[src/rtl/snitch_icache_pkg.sv]
// Shared icache types: refill coalescer
// pending-line table entry and helpers.
package snitch_icache_pkg;

  localparam int unsigned ICACHE_AW    = 32;
  localparam int unsigned ICACHE_PORTS = 4;

  typedef enum logic [1:0] {
    FREE,
    WAIT,
    DELIVER
  } entry_state_e;

  typedef struct packed {
    entry_state_e            state;
    logic [ICACHE_AW-1:0]    addr;
    logic [ICACHE_PORTS-1:0] mask;
  } pending_entry_t;

  function automatic logic [ICACHE_AW-1:0] line_addr(
    input logic [ICACHE_AW-1:0] a,
    input int unsigned          align
  );
    return (a >> align) << align;
  endfunction

endpackage

[src/rtl/snitch_icache_refill_coalescer_arb.sv]
// Round-robin index arbiter; pointer moves
// past the granted port only on handshake.
module snitch_icache_refill_coalescer_arb #(
  parameter int unsigned N  = 4,
  parameter int unsigned IW = (N > 1) ? $clog2(N) : 1
) (
  input  logic          clk_i,
  input  logic          rst_i,
  input  logic [N-1:0]  req_i,
  input  logic          hs_i,
  output logic [IW-1:0] idx_o,
  output logic          valid_o
);

  logic [IW-1:0] ptr_q;
  logic [IW:0]   sum;

  always_comb begin
    valid_o = 1'b0;
    idx_o   = '0;
    sum     = '0;
    for (int i = N - 1; i >= 0; i--) begin
      sum = {1'b0, ptr_q} + (IW + 1)'(i);
      if (sum >= (IW + 1)'(N)) begin
        sum = sum - (IW + 1)'(N);
      end
      if (req_i[sum[IW-1:0]]) begin
        valid_o = 1'b1;
        idx_o   = sum[IW-1:0];
      end
    end
  end

  always_ff @(posedge clk_i or posedge rst_i) begin
    if (rst_i) begin
      ptr_q <= '0;
    end else if (hs_i && valid_o) begin
      if (idx_o == IW'(N - 1)) begin
        ptr_q <= '0;
      end else begin
        ptr_q <= idx_o + IW'(1);
      end
    end
  end

endmodule

[src/rtl/snitch_icache_refill_coalescer.sv]
// Merges L0 refills per cache line, issues one
// downstream request per line, broadcasts returns.
module snitch_icache_refill_coalescer
  import snitch_icache_pkg::*;
#(
  parameter int unsigned NR_PORTS      = 4,
  parameter int unsigned FETCH_AW      = 32,
  parameter int unsigned LINE_WIDTH    = 128,
  parameter int unsigned LINE_ALIGN    = 4,
  parameter int unsigned PENDING_COUNT = 4,
  parameter int unsigned IDW           = $clog2(PENDING_COUNT)
) (
  input  logic                               clk_i,
  input  logic                               rst_i,
  input  logic [NR_PORTS-1:0][FETCH_AW-1:0]  in_req_addr_i,
  input  logic [NR_PORTS-1:0]                in_req_valid_i,
  output logic [NR_PORTS-1:0]                in_req_ready_o,
  output logic [LINE_WIDTH-1:0]              in_rsp_data_o,
  output logic                               in_rsp_error_o,
  output logic [NR_PORTS-1:0]                in_rsp_valid_o,
  input  logic [NR_PORTS-1:0]                in_rsp_ready_i,
  output logic [FETCH_AW-1:0]                out_req_addr_o,
  output logic [IDW-1:0]                     out_req_id_o,
  output logic                               out_req_valid_o,
  input  logic                               out_req_ready_i,
  input  logic [LINE_WIDTH-1:0]              out_rsp_data_i,
  input  logic                               out_rsp_error_i,
  input  logic [IDW-1:0]                     out_rsp_id_i,
  input  logic                               out_rsp_valid_i,
  output logic                               out_rsp_ready_o,
  output logic                               coalesce_o
);

  localparam int unsigned PW = (NR_PORTS > 1) ? $clog2(NR_PORTS) : 1;

  pending_entry_t tbl_q [PENDING_COUNT];
  pending_entry_t tbl_d [PENDING_COUNT];

  logic                  oreg_valid_q;
  logic [FETCH_AW-1:0]   oreg_addr_q;
  logic [IDW-1:0]        oreg_id_q;
  logic                  dlv_valid_q;
  logic [IDW-1:0]        dlv_idx_q;
  logic [LINE_WIDTH-1:0] data_q;
  logic                  err_q;
  logic                  coal_q;

  logic [PW-1:0]         gnt_idx;
  logic                  gnt_valid;
  logic [FETCH_AW-1:0]   gnt_line;
  logic [NR_PORTS-1:0]   pbit;
  logic                  hit_wait;
  logic                  hit_dlv;
  logic [IDW-1:0]        hit_idx;
  logic                  free_any;
  logic [IDW-1:0]        free_idx;
  logic                  rsp_hs;
  logic                  merge;
  logic                  alloc;
  logic                  req_hs;
  logic [NR_PORTS-1:0]   dlv_mask;
  logic [NR_PORTS-1:0]   dlv_left;
  logic                  dlv_done;

  snitch_icache_refill_coalescer_arb #(
    .N  (NR_PORTS),
    .IW (PW)
  ) i_arb (
    .clk_i   (clk_i),
    .rst_i   (rst_i),
    .req_i   (in_req_valid_i),
    .hs_i    (req_hs),
    .idx_o   (gnt_idx),
    .valid_o (gnt_valid)
  );

  assign gnt_line = line_addr(in_req_addr_i[gnt_idx], LINE_ALIGN);

  always_comb begin
    pbit          = '0;
    pbit[gnt_idx] = 1'b1;
  end

  // Lowest-index FREE entry wins the allocation.
  always_comb begin
    hit_wait = 1'b0;
    hit_dlv  = 1'b0;
    hit_idx  = '0;
    free_any = 1'b0;
    free_idx = '0;
    for (int e = PENDING_COUNT - 1; e >= 0; e--) begin
      if (tbl_q[e].state == FREE) begin
        free_any = 1'b1;
        free_idx = IDW'(e);
      end
      if (tbl_q[e].addr == gnt_line) begin
        if (tbl_q[e].state == WAIT) begin
          hit_wait = 1'b1;
          hit_idx  = IDW'(e);
        end
        if (tbl_q[e].state == DELIVER) begin
          hit_dlv = 1'b1;
        end
      end
    end
  end

  assign out_rsp_ready_o = !dlv_valid_q;
  assign rsp_hs = out_rsp_valid_i && out_rsp_ready_o;

  assign merge = gnt_valid && hit_wait &&
                 !(rsp_hs && (out_rsp_id_i == hit_idx));
  assign alloc = gnt_valid && !hit_wait && !hit_dlv &&
                 free_any && (!oreg_valid_q || out_req_ready_i);
  assign req_hs = merge || alloc;

  always_comb begin
    in_req_ready_o          = '0;
    in_req_ready_o[gnt_idx] = req_hs;
  end

  assign dlv_mask = dlv_valid_q ? tbl_q[dlv_idx_q].mask : '0;
  assign dlv_left = dlv_mask & ~in_rsp_ready_i;
  assign dlv_done = dlv_valid_q && (dlv_left == '0);

  // Merge, allocate, capture and delivery always hit distinct entries.
  always_comb begin
    tbl_d = tbl_q;
    if (merge) begin
      tbl_d[hit_idx].mask = tbl_q[hit_idx].mask | pbit;
    end
    if (alloc) begin
      tbl_d[free_idx].state = WAIT;
      tbl_d[free_idx].addr  = gnt_line;
      tbl_d[free_idx].mask  = pbit;
    end
    if (rsp_hs) begin
      tbl_d[out_rsp_id_i].state = DELIVER;
    end
    if (dlv_valid_q) begin
      tbl_d[dlv_idx_q].mask = dlv_left;
      if (dlv_done) begin
        tbl_d[dlv_idx_q].state = FREE;
      end
    end
  end

  always_ff @(posedge clk_i or posedge rst_i) begin
    if (rst_i) begin
      for (int e = 0; e < PENDING_COUNT; e++) begin
        tbl_q[e] <= '0;
      end
    end else begin
      for (int e = 0; e < PENDING_COUNT; e++) begin
        tbl_q[e] <= tbl_d[e];
      end
    end
  end

  always_ff @(posedge clk_i or posedge rst_i) begin
    if (rst_i) begin
      oreg_valid_q <= 1'b0;
      oreg_addr_q  <= '0;
      oreg_id_q    <= '0;
    end else if (alloc) begin
      oreg_valid_q <= 1'b1;
      oreg_addr_q  <= gnt_line;
      oreg_id_q    <= free_idx;
    end else if (out_req_ready_i) begin
      oreg_valid_q <= 1'b0;
    end
  end

  always_ff @(posedge clk_i or posedge rst_i) begin
    if (rst_i) begin
      dlv_valid_q <= 1'b0;
      dlv_idx_q   <= '0;
      data_q      <= '0;
      err_q       <= 1'b0;
    end else if (rsp_hs) begin
      dlv_valid_q <= 1'b1;
      dlv_idx_q   <= out_rsp_id_i;
      data_q      <= out_rsp_data_i;
      err_q       <= out_rsp_error_i;
    end else if (dlv_done) begin
      dlv_valid_q <= 1'b0;
    end
  end

  always_ff @(posedge clk_i or posedge rst_i) begin
    if (rst_i) begin
      coal_q <= 1'b0;
    end else begin
      coal_q <= merge;
    end
  end

  assign in_rsp_valid_o  = dlv_mask;
  assign in_rsp_data_o   = data_q;
  assign in_rsp_error_o  = err_q;
  assign out_req_valid_o = oreg_valid_q;
  assign out_req_addr_o  = oreg_addr_q;
  assign out_req_id_o    = oreg_id_q;
  assign coalesce_o      = coal_q;

  a_rsp_id_wait: assert property (
    @(posedge clk_i) disable iff (rst_i)
    rsp_hs |-> (tbl_q[out_rsp_id_i].state == WAIT)
  );

endmodule
[config.mk]
export PLATFORM = sky130hd
export DESIGN_NAME = snitch_icache_refill_coalescer
export DESIGN_NICKNAME = d
export VERILOG_FILES = /design/src/rtl/snitch_icache_pkg.sv /design/src/rtl/snitch_icache_refill_coalescer_arb.sv /design/src/rtl/snitch_icache_refill_coalescer.sv
export SDC_FILE = /design/constraint.sdc
export NUM_CORES = 1
export LEC_CHECK = 0
export ABC_AREA = 1
export CORE_MARGIN = 1
export CORE_UTILIZATION = 40
export CTS_BUF_LIST = sky130_fd_sc_hd__clkbuf_8
export DETAILED_ROUTE_END_ITERATION = 12
export PLACE_DENSITY = 0.79
export REMOVE_ABC_BUFFERS = 1
export SYNTH_ARGS = -nofsm -noshare
export SYNTH_HDL_FRONTEND = slang
export SYNTH_SLANG_ARGS = --single-unit
[constraint.sdc]
create_clock -name clk_i -period 21.5 [get_ports clk_i]
set_input_delay 6.45 -clock clk_i [delete_from_list [all_inputs] [get_ports clk_i]]
set_output_delay 6.45 -clock clk_i [all_outputs]
set_load 0.01 [all_outputs]
* Yosys cells after proc, flatten, opt, wreduce, memory -nomap -nowiden *
Index checks and enable logic that the tools add are counted.
W data, S select, Z words.

word-level totals
  flip-flop bits (word level) = 318
  bits in latches = 0
  RAM bits = 0
  bits in read-only memories = 0
  input port bits = 271
  memories = 0

operators by class
  $add $sub $neg = 8
  $mul = 0
  divide/modulo/power cells = 0
  magnitude comparators = 18
  equal/unequal tests = 14
  shift operators = 0
  mux-type cells = 94
  bitwise operators = 8
  reductions and logical operators = 29

operator list
  operator               count
  $bwmux W152            7
  $mux W152              5
  $demux W38 S2          7
  $bmux W38 S2           2
  $eq A32 B32 Y1         4
  $mux W38               3
  $bmux W32 S2           1
  $mux W2                21
  $mux W36               1
  $mux W1                33
  $mux W32               1
  $mux W4                8
  $ge A3 B3 Y1 const B   7
  $logic_and A1 B1 Y1    15
  $lt A2 B3 Y1 const B   5
  $lt A3 B1 Y1 const B   4
  $not A2 Y3             4
  $eq A2 B2 Y1 const B   5
  $and A4 B4 Y4          2
  $bmux W1 S2            4
  $eq A2 B1 Y1 const B   4
  $logic_not A2 Y1       4
  $sub A2 B1 Y2 const B  4
  $add A2 B2 Y3 const B  2
  12 further kinds       18

* Depth between registers and ports, before layout *
Gate-level depths: netlist (run 1).

  depth in word-level cells = 36
  gate-level depth with buffers = 36
  mapped depth without buffers = 33

* By module *
From an unflattened synthesis (run 1), not the netlist that was laid out.

second synthesis, totals
  cell total of the unflattened synthesis = 2289
  area, all modules = 16369.4 um^2

modules (own cells, without submodules)
  module                              instances  cells each  area an instance (um^2)  sequential area each (um^2)
  snitch_icache_refill_coalescer      1          2222        15981.6                  7907.6
  snitch_icache_refill_coalescer_arb  1          67          387.9                    50.0

* Least setup slack after synthesis (run 1) *
No wires, ideal clock.

  path type = input-to-output
  start = in in_req_valid_i[2]
  end = out in_req_ready_o[0]
  data arrival time = 9.015 ns
  required time = 15.050 ns
  setup slack = 6.035 ns
  stages on the path = 30
  path buffers = 2
  path through = nand2_1 -> nand2_2 -> nand2_2 -> nand2_2 -> nand2_2 -> nand2_2 -> nand2_4 -> nand2_2 -> buf_6 -> buf_6 -> nand2_1 -> nand3_2 -> nand2_2 -> nand2_1 -> nand2_1 -> nand2_1 -> nor2_1 -> nand2_1 -> nor2_1 -> nand2_1 -> nor2_1 -> nand2_1 -> nand2_2 -> nand2_2 -> nand2_1 -> nand2_2 -> nor2_4 -> nor2_8 -> nor2_4 -> nor2_1

between the ends
  word-level cells in the longest chain between the ends = 23
  elaborated cells between the ends (all ways) = 61
  those cells by class = order compare: 2; eq/ne: 5; mux: 41; bitwise: 1; reduce/logical: 12

RTL lines
  element                           line                                      source
  start, declared                   snitch_icache_refill_coalescer.sv:16      input logic [NR_PORTS-1:0] in_req_valid_i,
  $bmux W1 S2                       snitch_icache_refill_coalescer_arb.sv:27  if (req_i[sum[IW-1:0]]) begin
  $mux W1 (not written as such)     snitch_icache_refill_coalescer_arb.sv:27
  $mux W2 (4 in a row)              snitch_icache_refill_coalescer_arb.sv:27
  $bmux W32 S2                      snitch_icache_refill_coalescer.sv:77      assign gnt_line = line_addr(in_req_addr_i[gnt_idx], LINE_ALIGN);
  $mux W32 (not written as such)    snitch_icache_refill_coalescer.sv:77
  $eq A32 B32 Y1                    snitch_icache_refill_coalescer.sv:96      if (tbl_q[e].addr == gnt_line) begin
  $mux W1                           snitch_icache_refill_coalescer.sv:96
  $mux W1                           snitch_icache_refill_coalescer.sv:97      if (tbl_q[e].state == WAIT) begin
  [... 2 more ...]                  -
  $mux W1                           snitch_icache_refill_coalescer.sv:96
  $mux W1                           snitch_icache_refill_coalescer.sv:97
  $mux W1                           snitch_icache_refill_coalescer.sv:96
  $logic_not A1 Y1                  snitch_icache_refill_coalescer.sv:113     assign alloc = gnt_valid && !hit_wait && !hit_dlv &&
  $logic_and A1 B1 Y1 (3 in a row)  snitch_icache_refill_coalescer.sv:113
  $logic_and A1 B1 Y1               snitch_icache_refill_coalescer.sv:114     free_any && (!oreg_valid_q || out_req_ready_i);
  $logic_or A1 B1 Y1                snitch_icache_refill_coalescer.sv:115     assign req_hs = merge || alloc;
  $and A4 B4 Y4 (no source line) *  -
  end, declared                     snitch_icache_refill_coalescer.sv:17      output logic [NR_PORTS-1:0] in_req_ready_o,

Every way passes the cells marked *; elsewhere a longest branch is shown, timed or not. The select of a mux whose other input is x is not followed.

* Worst setup path in the final report (run 1) *
  start = in in_req_valid_i[1]
  end = out in_req_ready_o[0]

The elaborated chain is that of the path after synthesis.

==> metrics.yaml, run 1 <==
run_status:
  status: "completed"
routing:
  vias: 16449
  route.detailed.drc: 0
  wl_mm: 57.4
  initialDrtViolationCount: 1203
  via_per_inst: 4.98
  drtAntennaViolNets: 0
  firstDrtPassIters: 6
  wire_per_inst_um: 17.4
finish:
  final_util_pct: 54.7
  syn2layout_area_growth_pct: 33.6
  nets: 2994
  multiInputGateArea_um2: 7390
  drive_gt1_share_pct: 7.29
  nFillCells: 3760
  regArea_um2: 7960
setup_path:
  rr_worst_depth: 27
  critPathArrivalTime_ps: 12360
  cp-startpoint: "in_req_valid_i[1]"
  cp_top_family: "simple AND/OR/NAND/NOR gates"
  endpoint_kind: "primary output"
  crit_type: "in2out"
  worst_path_max_delay_cell: "nand2_4"
  path_buf_inv: 6
  rrSetupSlack_ps: 14370
  cp.required_ps: 15050
  r2r-start: "i_arb.ptr_q[0]$_DFFE_PP0P_"
  crit_fanout: 64
  max_stage_delay_ps: 520
  critPathMostFrequentCell: "nand2_1"
  cp-start-kind: "input pin"
sta:
  fin_crit_sh_pct: 87.5
  fmax_ghz: 0.0532
  skew_ps: 42.6
  finalHoldViolCount: 0
  slew_violations: 0
  period_minus_slack_ps: 18810
  tightestPinTransition_ps: 1050
  rsz0062_at_grt: "no"
  maxSlewHeadroom_pct: 30.3
  tns_ps: 0
  setup_viol: 0
global_routing:
  grt_overflow: 0
  grt_pass1_wl_mm: 89.7
  grt_pass1_vias: 16504
  antenna_found_initial: 17
  grt_usage_pct: 26.6
  grt_max_degree: 180
synth:
  synth-main-ff-cell: "dfrtp_1"
  ys_ff_latch: 318
  netlist_area_um2: 16900
  synth_edf_count: 0
  synthCells: 2320
  yosysMostFrequentCell: "nand2_1"
  synth_common_cells: "nand2_1 (973), dfrtp_1 (318), inv_1 (254), nand3_1 (209), nor2_1 (119)"
  seq_area_frac_synth_pct: 47.2
  synth_area_leaders: "dfrtp_1 (47%), nand2_1 (22%), nand3_1 (6.2%), inv_1 (5.6%), o21ai_0 (2.7%)"
  ys_types: 37
  synth_top_area_cell: "dfrtp_1"
  postSynth.asyncResetShare_pct: 100
  syn_area_per_cell_um2: 7.27
  synth.top_cell.area_share_pct: 47.2
  yosysWarnings: 0
floorplan:
  dieArea_um2: 43000
  fp.dieW_um: 207
  die_h_um: 207
  core_area_um2: 41200
  io_pins: 445
  core.rowCount: 74
  start_util_pct: 41.0
clock_tree:
  cts.htree.levels: 2
  clock_latency_ps: 640
  cts_tree: "built"
  path_clk_slew_ps: 60
  cts_made_buffers: 55
  cts_resized: 0
  root_buffer: "clkbuf_8"
  clockBufferDepth: 3
  postCtsHoldBufs: 0
  clock_sinks: 318
  cts_setup_buffers: 0
power_and_ir_drop:
  power.leakage_uw: 0.0114
  p_per_area_nw_per_um2: 185
  ir_drop_mv: 0.103
hold_path:
  whs_path_depth: 2
  hold_path.class: "reg2reg"
  whs_endpoint: "out_req_addr_o[30]$_DFFE_PP0N_"
  worstHoldStart: "out_req_addr_o[30]$_DFFE_PP0N_"
run:
  cap_viol_max_count: 0
placement:
  port-buffer-count: 424
  hpwl_mm: 40.9
  place_congestion: 0.920
[final cells by class]
| cell class | count | area share (%) |
|---|---|---|
| clock inverters | 27 | 0.755 |
| diodes | 12 | 0.133 |
| repair buffers | 433 | 19.2 |
| flip-flops and latches | 318 | 35.3 |
| well taps | 532 | 2.95 |
| multi-input cells | 1638 | 32.8 |
| clock buffers | 70 | 4.27 |
| inverters | 273 | 4.61 |
[worst max path at each step]
stage,endpoint,cells past startpoint
after floorplan,in_req_ready_o[0],7
after global placement,in_req_ready_o[2],28
after detailed placement,in_req_ready_o[0],28
after CTS,in_req_ready_o[0],28
after global routing,in_req_ready_o[1],28
final,in_req_ready_o[0],28
[layer usage]
layer	GRT usage (%)	up-vias	wire length, um
met3	8.41	103	5090
met5	0	-	34
met1	30.6	7755	22300
met2	45.7	578	28000
met4	10.7	6	1850
li1	-	8007	-
[layout by cell type (no fill, tap or decap), types with 22 or more instances in the layout]
cell type / count
nand2_2: 35
o21ai_0: 92
nor2_1: 119
nand3_1: 209
o21ai_1: 39
nand3_2: 32
clkdlybuf4s50_1: 424
nand4_1: 22
nand3b_1: 38
nand2_1: 972
clkbuf_8: 70
inv_1: 270
dfrtp_1: 318
[report_power, final]
group          internal, uW  leakage (uW)  switching (uW)
sequential              898       0.00393             178
combinational           885       0.00686            1640
clock                   315      0.000650             258
total                  2100        0.0114            2070
[stage by stage]
stage / worst slack (ps) / instances / power, uW / hold slack [ps] / instance area [um2]
global placement: 2840 / 3194 / 3520 / 461 / 21400
floorplan: 2500 / 2229 / 2610 / 453 / 16400
CTS: 2660 / 3291 / 4180 / 480 / 22500
detailed placement: 2690 / 3194 / 3590 / 465 / 21400
global route: 2230 / 3303 / 4530 / 495 / 22500
finish: 2690 / 3303 / 4170 / 476 / 22500
[cells by family (layout without fill, tap and decap cells)]
family                     Yosys count  in the layout  synth area share, %
adders and majority gates            4              4                0.297
AOI/OAI and AO/OA                  172            172                 5.55
other                                1             16               0.0222
xor gates and xnor gates             2              2                0.104
DFF                                318            318                 47.2
buffers and inverters              367            803                 9.17
and+or+nand+nor                   1456           1456                 37.7
[worst min-delay path: stages, from the launching register on]
cell,delay [ps]
dfrtp_1,340
nand2_1,50
nand2_1,50
(Power assumes the default switching activity.)
==> run 2, diff against run 1 <==
- RECOVER_POWER: unset -> 100
==> metrics.yaml, run 2 (synthesized netlist as in run 1, its figures left out) <==
sta:
  rsz0062_at_grt: "no"
  fin_crit_sh_pct: 91.3
  fmax_ghz: 0.0509
  period_minus_slack_ps: 19630
  hold_slack_ps: 471
  maxSlewHeadroom_pct: -325
  tns_ps: 0
  slew_violations: 384
  skew_ps: 44.9
  finalHoldViolCount: 0
  setup_viol: 0
  tightestPinTransition_ps: 6370
hold_path:
  whs_path_depth: 2
  whs_endpoint: "out_req_addr_o[30]$_DFFE_PP0N_"
  hold_path.class: "reg2reg"
  worstHoldStart: "out_req_addr_o[30]$_DFFE_PP0N_"
floorplan:
  core.rowCount: 74
  die_h_um: 207
  io_pins: 445
  start_util_pct: 41.0
  core_area_um2: 41200
  dieArea_um2: 43000
  fp.dieW_um: 207
run_status:
  violations: "capacitance limit, slew limit"
  status: "finished, violations left"
power_and_ir_drop:
  ir_drop_mv: 0.103
  p_per_area_nw_per_um2: 182
  power.leakage_uw: 0.0116
clock_tree:
  postCtsHoldBufs: 0
  cts.htree.levels: 2
  clock_latency_ps: 640
  clock_sinks: 318
  cts_tree: "built"
  clockBufferDepth: 3
  cts_made_buffers: 55
  cts_setup_buffers: 0
  path_clk_slew_ps: 60
  cts_resized: 0
  root_buffer: "clkbuf_8"
routing:
  drtAntennaViolNets: 0
  route.detailed.drc: 0
  firstDrtPassIters: 6
  wire_per_inst_um: 17.4
  wl_mm: 57.5
  vias: 16504
  initialDrtViolationCount: 1200
  via_per_inst: 5.00
finish:
  final_common_cell: "nand2_1"
  syn2layout_area_growth_pct: 32.9
  layout_common_cells: "nand2_1 (980), dfrtp_1 (318), inv_1 (274), clkdlybuf4s50_1 (251), nand3_1 (212)"
  drive_gt1_share_pct: 6.34
  nets: 2994
  nFillCells: 3783
setup_path:
  cp.required_ps: 15050
  cp-start-kind: "input pin"
  crit_type: "in2out"
  endpoint_kind: "primary output"
  path_buf_inv: 4
  rr_worst_depth: 27
  critPathArrivalTime_ps: 13180
  cp_top_family: "simple AND/OR/NAND/NOR gates"
  worst_path_max_delay_cell: "nand2_1"
  rrSetupSlack_ps: 12860
  critPathMostFrequentCell: "nand2_1"
  r2r-start: "i_arb.ptr_q[0]$_DFFE_PP0P_"
  max_stage_delay_ps: 680
  crit_fanout: 64
placement:
  hpwl_mm: 40.9
  port-buffer-count: 424
  place_congestion: 0.920
global_routing:
  grt_max_degree: 180
  grt_pass1_wl_mm: 89.7
  antenna_found_initial: 17
  grt_overflow: 0
  grt_pass1_vias: 16504
  grt_usage_pct: 26.6
run:
  cap_viol_max_count: 6
-- run 2: layout make-up --
cell class,count,area (um2),area share [%]
flip-flops and latches,318,7960,35.5
diodes,12,30.0,0.134
repair buffers,433,4320,19.2
clock buffers,70,963,4.29
multi-input cells,1638,7300,32.5
well taps,532,666,2.97
clock inverters,27,170,0.758
inverters,273,1030,4.60
-- run 2: worst max path at each step --
stage	startpoint	to	slack, ps	cells past startpoint
5_1_grt	in_req_valid_i[0]	in_req_ready_o[1]	1160	27
3_5_place_dp	in_req_valid_i[1]	in_req_ready_o[0]	2690	28
3_3_place_gp	in_req_valid_i[1]	in_req_ready_o[2]	2840	28
6_report	in_req_valid_i[0]	in_req_ready_o[0]	1870	27
2_1_floorplan	out_rsp_valid_i	in_req_ready_o[0]	2500	7
4_1_cts	in_req_valid_i[1]	in_req_ready_o[0]	2660	28
-- run 2: routing by layer --
| metal | global-route usage [%] | wire length, um | up-vias |
|---|---|---|---|
| met3 | 8.41 | 5080 | 103 |
| met5 | 0 | 34 | - |
| met4 | 10.7 | 1870 | 6 |
| met1 | 30.6 | 22400 | 7818 |
| li1 | - | - | 8007 |
| met2 | 45.7 | 28100 | 570 |
-- run 2: worst min-delay path: cells and delay by family (launching register included) --
kind,cells,cell delay (ps)
DFF,1,340
and+or+nand+nor,2,100
-- run 2: power by group --
| group | internal, uW | switching [uW] | total, uW |
|---|---|---|---|
| Clock | 315 | 259 | 574 |
| Combinational | 821 | 1620 | 2440 |
| Sequential | 899 | 171 | 1070 |
-- run 2: metrics by stage --
stage	setup slack [ps]	area, um2	util [%]	instances	power (uW)
2_1_floorplan	2500	16400	-	2229	2610
3_3_place_gp	2840	21400	51.9	3194	3520
3_5_place_dp	2690	21400	51.9	3194	3590
4_1_cts	2660	22500	54.6	3291	4180
5_1_grt	1160	22400	54.5	3303	4450
6_report	1870	22400	54.5	3303	4090
